===== config.mk =====
export PLATFORM = sky130hd
export DESIGN_NAME = uart_core_flat
export DESIGN_NICKNAME = d
export VERILOG_FILES = /design/src/rtl/uart_pkg.sv /design/src/rtl/uart_if.sv /design/src/rtl/uart_bit_timer.sv /design/src/rtl/uart_core.sv /design/src/flat_wrapper.sv
export SDC_FILE = /design/constraint.sdc
export NUM_CORES = 1
export LEC_CHECK = 0
export ABC_AREA = 1
export ABC_CLOCK_PERIOD_IN_PS = 3620
export BUFFER_PORTS_ARGS = -buffer_cell sky130_fd_sc_hd__buf_2
export CAP_MARGIN = 40
export CORE_ASPECT_RATIO = 0.6
export CORE_MARGIN = 1
export CORE_UTILIZATION = 40
export DETAILED_ROUTE_END_ITERATION = 10
export MAX_ROUTING_LAYER = met4
export PLACE_DENSITY = 0.57
export SKIP_LAST_GASP = 1
export SYNTH_ARGS = -nofsm -noshare
export SYNTH_HDL_FRONTEND = slang
export SYNTH_SLANG_ARGS = --single-unit

===== constraint.sdc =====
create_clock -name clk -period 3.62 [get_ports clk]
set_input_delay 0 -clock clk [delete_from_list [all_inputs] [get_ports clk]]
set_output_delay 0 -clock clk [all_outputs]
set_load 0.05 [all_outputs]

===== src/rtl/uart_pkg.sv =====
// Shared types and width helpers for the UART transceiver.
// The parity states exist only when UART_PARITY_EN is defined.
package uart_pkg;

`ifdef UART_PARITY_EN
  typedef enum logic [2:0] {
    TX_IDLE, TX_START, TX_DATA, TX_PARITY, TX_STOP
  } tx_state_e;

  typedef enum logic [2:0] {
    RX_IDLE, RX_START, RX_DATA, RX_PARITY, RX_STOP, RX_BREAK
  } rx_state_e;
`else
  typedef enum logic [2:0] {
    TX_IDLE, TX_START, TX_DATA, TX_STOP
  } tx_state_e;

  typedef enum logic [2:0] {
    RX_IDLE, RX_START, RX_DATA, RX_STOP, RX_BREAK
  } rx_state_e;
`endif

  // Bits needed to hold values 0..v-1, never less than one.
  function automatic int unsigned clog2_min1(input int unsigned v);
    return (v < 2) ? 1 : $clog2(v);
  endfunction

endpackage


===== src/rtl/uart_if.sv =====
// User-side streaming byte interface of the UART: TX valid/ready input, RX pulse outputs.
interface uart_if #(
  parameter int unsigned DATA_BITS = 8
);
  logic [DATA_BITS-1:0] tx_data;
  logic                 tx_valid;
  logic                 tx_ready;
  logic [DATA_BITS-1:0] rx_data;
  logic                 rx_valid;
  logic                 rx_frame_err;
  logic                 rx_parity_err;

  modport master (
    output tx_data, tx_valid,
    input  tx_ready, rx_data, rx_valid, rx_frame_err, rx_parity_err
  );

  modport slave (
    input  tx_data, tx_valid,
    output tx_ready, rx_data, rx_valid, rx_frame_err, rx_parity_err
  );
endinterface


===== src/rtl/uart_bit_timer.sv =====
// Loadable down-counter; tick_c is high while the count sits at zero.
module uart_bit_timer #(
  parameter int unsigned CNT_W = 8
) (
  input  logic             clk,
  input  logic             rst,
  input  logic             load,
  input  logic [CNT_W-1:0] load_val,
  output logic             tick_c
);
  logic [CNT_W-1:0] cnt_q, cnt_d;

  always_comb begin
    cnt_d = cnt_q;
    if (load) begin
      cnt_d = load_val;
    end else if (cnt_q != '0) begin
      cnt_d = cnt_q - CNT_W'(1);
    end
  end

  always_ff @(posedge clk or posedge rst) begin
    if (rst) cnt_q <= '0;
    else     cnt_q <= cnt_d;
  end

  assign tick_c = (cnt_q == '0);
endmodule


===== src/rtl/uart_core.sv =====
// Full-duplex UART: bit-timed transmitter and mid-bit-sampling receiver with break handling.
// Optional parity bit enabled by defining UART_PARITY_EN.
module uart_core #(
  parameter int unsigned CLKS_PER_BIT = 234,
  parameter int unsigned DATA_BITS    = 8,
  parameter int unsigned STOP_BITS    = 1,
  parameter int unsigned PARITY_ODD   = 0
) (
  input  logic  clk,
  input  logic  rst,
  uart_if.slave bus,
  output logic  uart_tx,
  input  logic  uart_rx
);
  import uart_pkg::*;

  localparam int unsigned CNT_W = clog2_min1(CLKS_PER_BIT * STOP_BITS);
  localparam int unsigned IDX_W = clog2_min1(DATA_BITS);
  localparam logic [CNT_W-1:0] BIT_LD   = CNT_W'(CLKS_PER_BIT - 1);
  localparam logic [CNT_W-1:0] HALF_LD  = CNT_W'(CLKS_PER_BIT / 2 - 1);
  localparam logic [CNT_W-1:0] STOP_LD  = CNT_W'(CLKS_PER_BIT * STOP_BITS - 1);
  localparam logic [IDX_W-1:0] LAST_IDX = IDX_W'(DATA_BITS - 1);

  tx_state_e            tx_state_q, tx_state_d;
  logic [DATA_BITS-1:0] tx_shift_q, tx_shift_d;
  logic [IDX_W-1:0]     tx_idx_q, tx_idx_d;
  logic                 tx_line_q, tx_line_d;
  logic                 tx_ready_q, tx_ready_d;
  logic                 tx_load_c, tx_tick_c;
  logic [CNT_W-1:0]     tx_load_val_c;

  rx_state_e            rx_state_q, rx_state_d;
  logic                 rx_meta_q, rx_meta_d, rx_sync_q, rx_sync_d;
  logic [DATA_BITS-1:0] rx_shift_q, rx_shift_d;
  logic [IDX_W-1:0]     rx_idx_q, rx_idx_d;
  logic [DATA_BITS-1:0] rx_data_q, rx_data_d;
  logic                 rx_valid_q, rx_valid_d;
  logic                 rx_ferr_q, rx_ferr_d;
  logic                 rx_load_c, rx_tick_c;
  logic [CNT_W-1:0]     rx_load_val_c;

`ifdef UART_PARITY_EN
  logic tx_par_q, tx_par_d;
  logic rx_par_q, rx_par_d;
  logic rx_perr_q, rx_perr_d;
`endif

  uart_bit_timer #(.CNT_W(CNT_W)) u_tx_timer (
    .clk(clk), .rst(rst), .load(tx_load_c), .load_val(tx_load_val_c), .tick_c(tx_tick_c)
  );

  uart_bit_timer #(.CNT_W(CNT_W)) u_rx_timer (
    .clk(clk), .rst(rst), .load(rx_load_c), .load_val(rx_load_val_c), .tick_c(rx_tick_c)
  );

  // Transmit sequencing; the line value for the next bit is registered at each bit boundary.
  always_comb begin
    tx_state_d    = tx_state_q;
    tx_shift_d    = tx_shift_q;
    tx_idx_d      = tx_idx_q;
    tx_line_d     = tx_line_q;
    tx_ready_d    = tx_ready_q;
    tx_load_c     = 1'b0;
    tx_load_val_c = BIT_LD;
`ifdef UART_PARITY_EN
    tx_par_d      = tx_par_q;
`endif
    case (tx_state_q)
      TX_IDLE: begin
        tx_line_d  = 1'b1;
        tx_ready_d = 1'b1;
        if (bus.tx_valid && tx_ready_q) begin
          tx_shift_d = bus.tx_data;
`ifdef UART_PARITY_EN
          tx_par_d   = (^bus.tx_data) ^ 1'(PARITY_ODD);
`endif
          tx_line_d  = 1'b0;
          tx_ready_d = 1'b0;
          tx_load_c  = 1'b1;
          tx_state_d = TX_START;
        end
      end
      TX_START: begin
        if (tx_tick_c) begin
          tx_line_d  = tx_shift_q[0];
          tx_idx_d   = '0;
          tx_load_c  = 1'b1;
          tx_state_d = TX_DATA;
        end
      end
      TX_DATA: begin
        if (tx_tick_c) begin
          tx_load_c = 1'b1;
          if (tx_idx_q == LAST_IDX) begin
`ifdef UART_PARITY_EN
            tx_line_d  = tx_par_q;
            tx_state_d = TX_PARITY;
`else
            tx_line_d     = 1'b1;
            tx_load_val_c = STOP_LD;
            tx_state_d    = TX_STOP;
`endif
          end else begin
            tx_shift_d = tx_shift_q >> 1;
            tx_line_d  = tx_shift_q[1];
            tx_idx_d   = tx_idx_q + IDX_W'(1);
          end
        end
      end
`ifdef UART_PARITY_EN
      TX_PARITY: begin
        if (tx_tick_c) begin
          tx_line_d     = 1'b1;
          tx_load_c     = 1'b1;
          tx_load_val_c = STOP_LD;
          tx_state_d    = TX_STOP;
        end
      end
`endif
      TX_STOP: begin
        if (tx_tick_c) begin
          tx_ready_d = 1'b1;
          tx_state_d = TX_IDLE;
        end
      end
      default: tx_state_d = TX_IDLE;
    endcase
  end

  // Receive sequencing on the synchronised line; the timer marks each mid-bit sample point.
  always_comb begin
    rx_meta_d     = uart_rx;
    rx_sync_d     = rx_meta_q;
    rx_state_d    = rx_state_q;
    rx_shift_d    = rx_shift_q;
    rx_idx_d      = rx_idx_q;
    rx_data_d     = rx_data_q;
    rx_valid_d    = 1'b0;
    rx_ferr_d     = 1'b0;
    rx_load_c     = 1'b0;
    rx_load_val_c = BIT_LD;
`ifdef UART_PARITY_EN
    rx_par_d      = rx_par_q;
    rx_perr_d     = 1'b0;
`endif
    case (rx_state_q)
      RX_IDLE: begin
        if (!rx_sync_q) begin
          rx_load_c     = 1'b1;
          rx_load_val_c = HALF_LD;
          rx_state_d    = RX_START;
        end
      end
      RX_START: begin
        if (rx_tick_c) begin
          if (rx_sync_q) begin
            rx_state_d = RX_IDLE;
          end else begin
            rx_idx_d   = '0;
            rx_load_c  = 1'b1;
            rx_state_d = RX_DATA;
          end
        end
      end
      RX_DATA: begin
        if (rx_tick_c) begin
          rx_shift_d = {rx_sync_q, rx_shift_q[DATA_BITS-1:1]};
          rx_load_c  = 1'b1;
          if (rx_idx_q == LAST_IDX) begin
`ifdef UART_PARITY_EN
            rx_state_d = RX_PARITY;
`else
            rx_state_d = RX_STOP;
`endif
          end else begin
            rx_idx_d = rx_idx_q + IDX_W'(1);
          end
        end
      end
`ifdef UART_PARITY_EN
      RX_PARITY: begin
        if (rx_tick_c) begin
          rx_par_d   = rx_sync_q;
          rx_load_c  = 1'b1;
          rx_state_d = RX_STOP;
        end
      end
`endif
      RX_STOP: begin
        if (rx_tick_c) begin
          if (rx_sync_q) begin
            rx_data_d  = rx_shift_q;
            rx_valid_d = 1'b1;
`ifdef UART_PARITY_EN
            rx_perr_d  = rx_par_q != ((^rx_shift_q) ^ 1'(PARITY_ODD));
`endif
            rx_state_d = RX_IDLE;
          end else begin
            rx_ferr_d  = 1'b1;
            rx_load_c  = 1'b1;
            rx_state_d = RX_BREAK;
          end
        end
      end
      RX_BREAK: begin
        // Any low sample restarts the one-bit-period high requirement.
        if (!rx_sync_q) begin
          rx_load_c = 1'b1;
        end else if (rx_tick_c) begin
          rx_state_d = RX_IDLE;
        end
      end
      default: rx_state_d = RX_IDLE;
    endcase
  end

  always_ff @(posedge clk or posedge rst) begin
    if (rst) begin
      tx_state_q <= TX_IDLE;
      tx_shift_q <= '0;
      tx_idx_q   <= '0;
      tx_line_q  <= 1'b1;
      tx_ready_q <= 1'b1;
      rx_state_q <= RX_IDLE;
      rx_meta_q  <= 1'b1;
      rx_sync_q  <= 1'b1;
      rx_shift_q <= '0;
      rx_idx_q   <= '0;
      rx_data_q  <= '0;
      rx_valid_q <= 1'b0;
      rx_ferr_q  <= 1'b0;
`ifdef UART_PARITY_EN
      tx_par_q   <= 1'b0;
      rx_par_q   <= 1'b0;
      rx_perr_q  <= 1'b0;
`endif
    end else begin
      tx_state_q <= tx_state_d;
      tx_shift_q <= tx_shift_d;
      tx_idx_q   <= tx_idx_d;
      tx_line_q  <= tx_line_d;
      tx_ready_q <= tx_ready_d;
      rx_state_q <= rx_state_d;
      rx_meta_q  <= rx_meta_d;
      rx_sync_q  <= rx_sync_d;
      rx_shift_q <= rx_shift_d;
      rx_idx_q   <= rx_idx_d;
      rx_data_q  <= rx_data_d;
      rx_valid_q <= rx_valid_d;
      rx_ferr_q  <= rx_ferr_d;
`ifdef UART_PARITY_EN
      tx_par_q   <= tx_par_d;
      rx_par_q   <= rx_par_d;
      rx_perr_q  <= rx_perr_d;
`endif
    end
  end

  assign uart_tx          = tx_line_q;
  assign bus.tx_ready     = tx_ready_q;
  assign bus.rx_data      = rx_data_q;
  assign bus.rx_valid     = rx_valid_q;
  assign bus.rx_frame_err = rx_ferr_q;
`ifdef UART_PARITY_EN
  assign bus.rx_parity_err = rx_perr_q;
`else
  logic unused_parity_odd_c;
  assign unused_parity_odd_c   = 1'(PARITY_ODD);
  assign bus.rx_parity_err     = 1'b0;
`endif
endmodule


===== src/flat_wrapper.sv =====
// flat-port wrapper written by rule: the top's interface ports become plain ports
module uart_core_flat import uart_pkg::*;
#(
  parameter int unsigned CLKS_PER_BIT = 234,
  parameter int unsigned DATA_BITS    = 8,
  parameter int unsigned STOP_BITS    = 1,
  parameter int unsigned PARITY_ODD   = 0
)
  (clk, rst, uart_tx, uart_rx, bus_tx_data, bus_tx_valid, bus_tx_ready, bus_rx_data, bus_rx_valid, bus_rx_frame_err, bus_rx_parity_err);
  uart_if #(.DATA_BITS(DATA_BITS)) bus_i ();
  input  logic clk;
  input  logic rst;
  output logic uart_tx;
  input  logic uart_rx;
  input wire logic [$bits(bus_i.tx_data)-1:0] bus_tx_data;
  input wire logic [$bits(bus_i.tx_valid)-1:0] bus_tx_valid;
  output wire logic [$bits(bus_i.tx_ready)-1:0] bus_tx_ready;
  output wire logic [$bits(bus_i.rx_data)-1:0] bus_rx_data;
  output wire logic [$bits(bus_i.rx_valid)-1:0] bus_rx_valid;
  output wire logic [$bits(bus_i.rx_frame_err)-1:0] bus_rx_frame_err;
  output wire logic [$bits(bus_i.rx_parity_err)-1:0] bus_rx_parity_err;
  assign bus_i.tx_data = bus_tx_data;
  assign bus_i.tx_valid = bus_tx_valid;
  assign bus_tx_ready = bus_i.tx_ready;
  assign bus_rx_data = bus_i.rx_data;
  assign bus_rx_valid = bus_i.rx_valid;
  assign bus_rx_frame_err = bus_i.rx_frame_err;
  assign bus_rx_parity_err = bus_i.rx_parity_err;
  uart_core #(.CLKS_PER_BIT(CLKS_PER_BIT), .DATA_BITS(DATA_BITS), .STOP_BITS(STOP_BITS), .PARITY_ODD(PARITY_ODD)) u_core (.clk(clk), .rst(rst), .bus(bus_i), .uart_tx(uart_tx), .uart_rx(uart_rx));
endmodule

==> impl_metrics.env <==
export IMPL_hold_viol_final=0
export IMPL_required_ps=3830
export IMPL_place_ws_ps=1610
export IMPL_synthArstFlopShare=1.00
export IMPL_use_met3=0.0559
export IMPL_startpoint_type="flop"
export IMPL_grt_max_degree=36
export IMPL_final_common_cell="nand2_1"
export IMPL_design_core_area_um2=6940
export IMPL_mostFrequentLayoutCells="99 x nand2_1, 53 x dfrtp_1, 44 x inv_1"
export IMPL_drc=0
export IMPL_ys_warn_count=0
export IMPL_io_buffers=23
export IMPL_ctsResizeCount=0
export IMPL_min_period_over_period=0.553
export IMPL_maxCapViolCount=0
export IMPL_grt_overflow=0
export IMPL_wirelength_um=5660
export IMPL_wl_per_cell_um=11.4
export IMPL_fillers=649
export IMPL_ys_seq_area_frac=0.481
export IMPL_clkLatencyLatePin_ps=320
export IMPL_hpwlAfterDp_um=4040
export IMPL_hold_path_class="input pin to flop"
export IMPL_die_x_um=113
export IMPL_first_pass_iters=4
export IMPL_synthFlopType="dfrtp_1"
export IMPL_setup_viol=0
export IMPL_stdcell_area_um2=3600
export IMPL_start_util=0.429
export IMPL_placed_area_um2=3170
export IMPL_place_congestion=0.871
export IMPL_critPathCaptureType="flop"
export IMPL_cts_setup_buffers=0
export IMPL_htreeDepth=3
export IMPL_rsz0062_at_grt="false"
export IMPL_layout_drive_gt1_share=0.171
export IMPL_cp_data_arrival_time_ps=2210
export IMPL_cts_sinks=57
export IMPL_synth_edf_count=0
export IMPL_cts_root_buf="clkbuf_16"
export IMPL_syn2layout_area_growth_pct=21.1
export IMPL_cts_tree="yes"
export IMPL_yosys_register_bits=57
export IMPL_ant_nets=0
export IMPL_min_period_ps=2000
export IMPL_finClkSkew_ps=6.37
export IMPL_synth_area_per_cell_um2=8.37
export IMPL_synth_cell_area_um2=2970
export IMPL_ys_types=38
export IMPL_ios=25
export IMPL_fmax_mhz=499
export IMPL_antenna_found_initial=0
export IMPL_die_y_um=68.8
export IMPL_syn_inst=355
export IMPL_fin_cells=498
export IMPL_nets=417
export IMPL_antenna_diode_count=0
export IMPL_use_met2=0.238
export IMPL_powerDensity_nw_per_um2=678
export IMPL_dieArea_um2=7790
export IMPL_synth_nets=378
export IMPL_grt_pass1_vias=2174
export IMPL_grt_usage=0.175
export IMPL_hold_depth=6
export IMPL_finalSetupTns_ps=0
export IMPL_status="completed"
export IMPL_startpoint="u_core.tx_state_q[0]$_DFFE_PP0P_"
export IMPL_r2r_setup_slack_ps=1620
export IMPL_worst_pin_slew_ps=742
export IMPL_grt_met1_usage=0.237
export IMPL_setup_ws_ps=1620
export IMPL_maxSlewHeadroom=0.504
export IMPL_rows=23
export IMPL_cp_max_fo=15
export IMPL_grt_busiest_layer="met2"
export IMPL_report_final_slew_viol_count=0
export IMPL_hold_buffers=10
export IMPL_path_clk_slew_ps=50
export IMPL_dpl_cell_count=473
export IMPL_worstSetupPathType="flop to flop"
export IMPL_setup_worst_path_end="u_core.tx_shift_q[5]$_DFFE_PP0P_"
export IMPL_reg2reg_from="u_core.tx_state_q[0]$_DFFE_PP0P_"
export IMPL_ff2ff_path_depth=7
export IMPL_vias_per_cell=4.56
export IMPL_ir_worst_vdd_mv=0.381
export IMPL_grt_pass1_wl_um=9890
export IMPL_vias=2270
export IMPL_rr_endpoint="u_core.tx_shift_q[5]$_DFFE_PP0P_"
export IMPL_numCtsBuffers=9
export IMPL_leakage_nw=1.82
export IMPL_cts_max_path_buffers=2
export IMPL_first_iter_violations=195
==> worst min-delay path by stage <==
| stage | to | slack, ps | startpoint |
|---|---|---|---|
| final | u_core.uart_tx$_DFFE_PP1P_ | 80 | bus_tx_valid |
| after global routing | u_core.uart_tx$_DFFE_PP1P_ | 160 | bus_tx_valid |
| after CTS | u_core.uart_tx$_DFFE_PP1P_ | 60 | bus_tx_valid |
| after detailed placement | u_core.rx_meta_q$_DFF_PP1_ | 110 | uart_rx |
| after global placement | u_core.rx_meta_q$_DFF_PP1_ | 110 | uart_rx |
| after floorplan | u_core.rx_meta_q$_DFF_PP1_ | 4 | uart_rx |
==> worst max-delay path, cell delays in order, from the launching register on <==
cell and delay, ps:
dfrtp_1 410, inv_1 100, ha_1 600, inv_2 120
a21oi_2 240, nand3_4 220, nand2_1 140, o21ai_2 60
==> metrics by stage <==
step / hold WS [ps] / total power, mW / utilization
final: 80.8 / 2.44 / 0.519
after global routing: 159 / 2.62 / 0.519
after floorplan: 4.48 / 1.41 / -
after detailed placement: 108 / 1.52 / 0.457
after global placement: 107 / 1.52 / 0.457
after CTS: 58.9 / 2.48 / 0.519
==> where the power goes <==
part           switching, mW  internal, mW
clock                  0.273         0.654
combinational          0.429         0.251
sequential            0.0788         0.756
total                  0.781          1.66
==> cells by family (layout without fill, tap and decap cells) <==
group / Yosys count / count (layout) / share of synthesized area
xor+xnor: 4 / 4 / 0.0118
other cells: 1 / 1 / 0.00126
simple gates: 167 / 167 / 0.252
buf+inv: 54 / 97 / 0.0787
compound gates: 55 / 55 / 0.109
fa+ha+maj: 11 / 11 / 0.0463
flops: 57 / 57 / 0.481
mux: 6 / 6 / 0.0202
==> sequential cells by signal, summed over array words and instances, names as in the netlist <==
name and count:
u_core.rx_meta_q 1, u_core.bus.tx_ready 1, u_core.u_tx_timer.cnt_q 8, u_core.tx_shift_q 8
u_core.rx_shift_q 8, u_core.rx_state_q 3, u_core.rx_idx_q 3, u_core.u_rx_timer.cnt_q 8
u_core.uart_tx 1, u_core.tx_idx_q 3, u_core.bus.rx_frame_err 1, u_core.tx_state_q 2
u_core.rx_sync_q 1, u_core.bus.rx_data 8, u_core.bus.rx_valid 1
==> final cells by class <==
class / count / area, µm² / share of cell area
Clock inverter: 2 / 60.1 / 0.0167
Inverter: 48 / 183 / 0.0507
Sequential cell: 57 / 1430 / 0.398
Multi-Input combinational cell: 244 / 1310 / 0.363
Timing Repair Buffer: 34 / 223 / 0.0619
Clock buffer: 13 / 270 / 0.0751
Tap cell: 100 / 125 / 0.0348
==> cells in the mapped netlist (4+ instances only) <==
| cell type | n | area, µm² |
|---|---|---|
| o21ai_1 | 11 | 55.1 |
| dfstp_2 | 4 | 105 |
| dfrtp_1 | 53 | 1330 |
| mux2i_1 | 6 | 60.1 |
| nand3_1 | 21 | 105 |
| nand2_1 | 99 | 372 |
| nand2_2 | 5 | 31.3 |
| ha_1 | 11 | 138 |
| o21ai_0 | 24 | 120 |
| a21oi_1 | 6 | 30.0 |
| inv_1 | 45 | 169 |
| nor2_1 | 25 | 93.8 |
| o21ai_2 | 7 | 61.3 |
==> per-layer routing <==
layer	vias up	wire, µm	share of wire
met3	7	238	0.042
met2	39	2170	0.38
met5	-	0	0
li1	1207	-	-
met1	1017	3190	0.56
met4	0	67	0.012
Note: power is estimated with default switching activity, not from simulation.
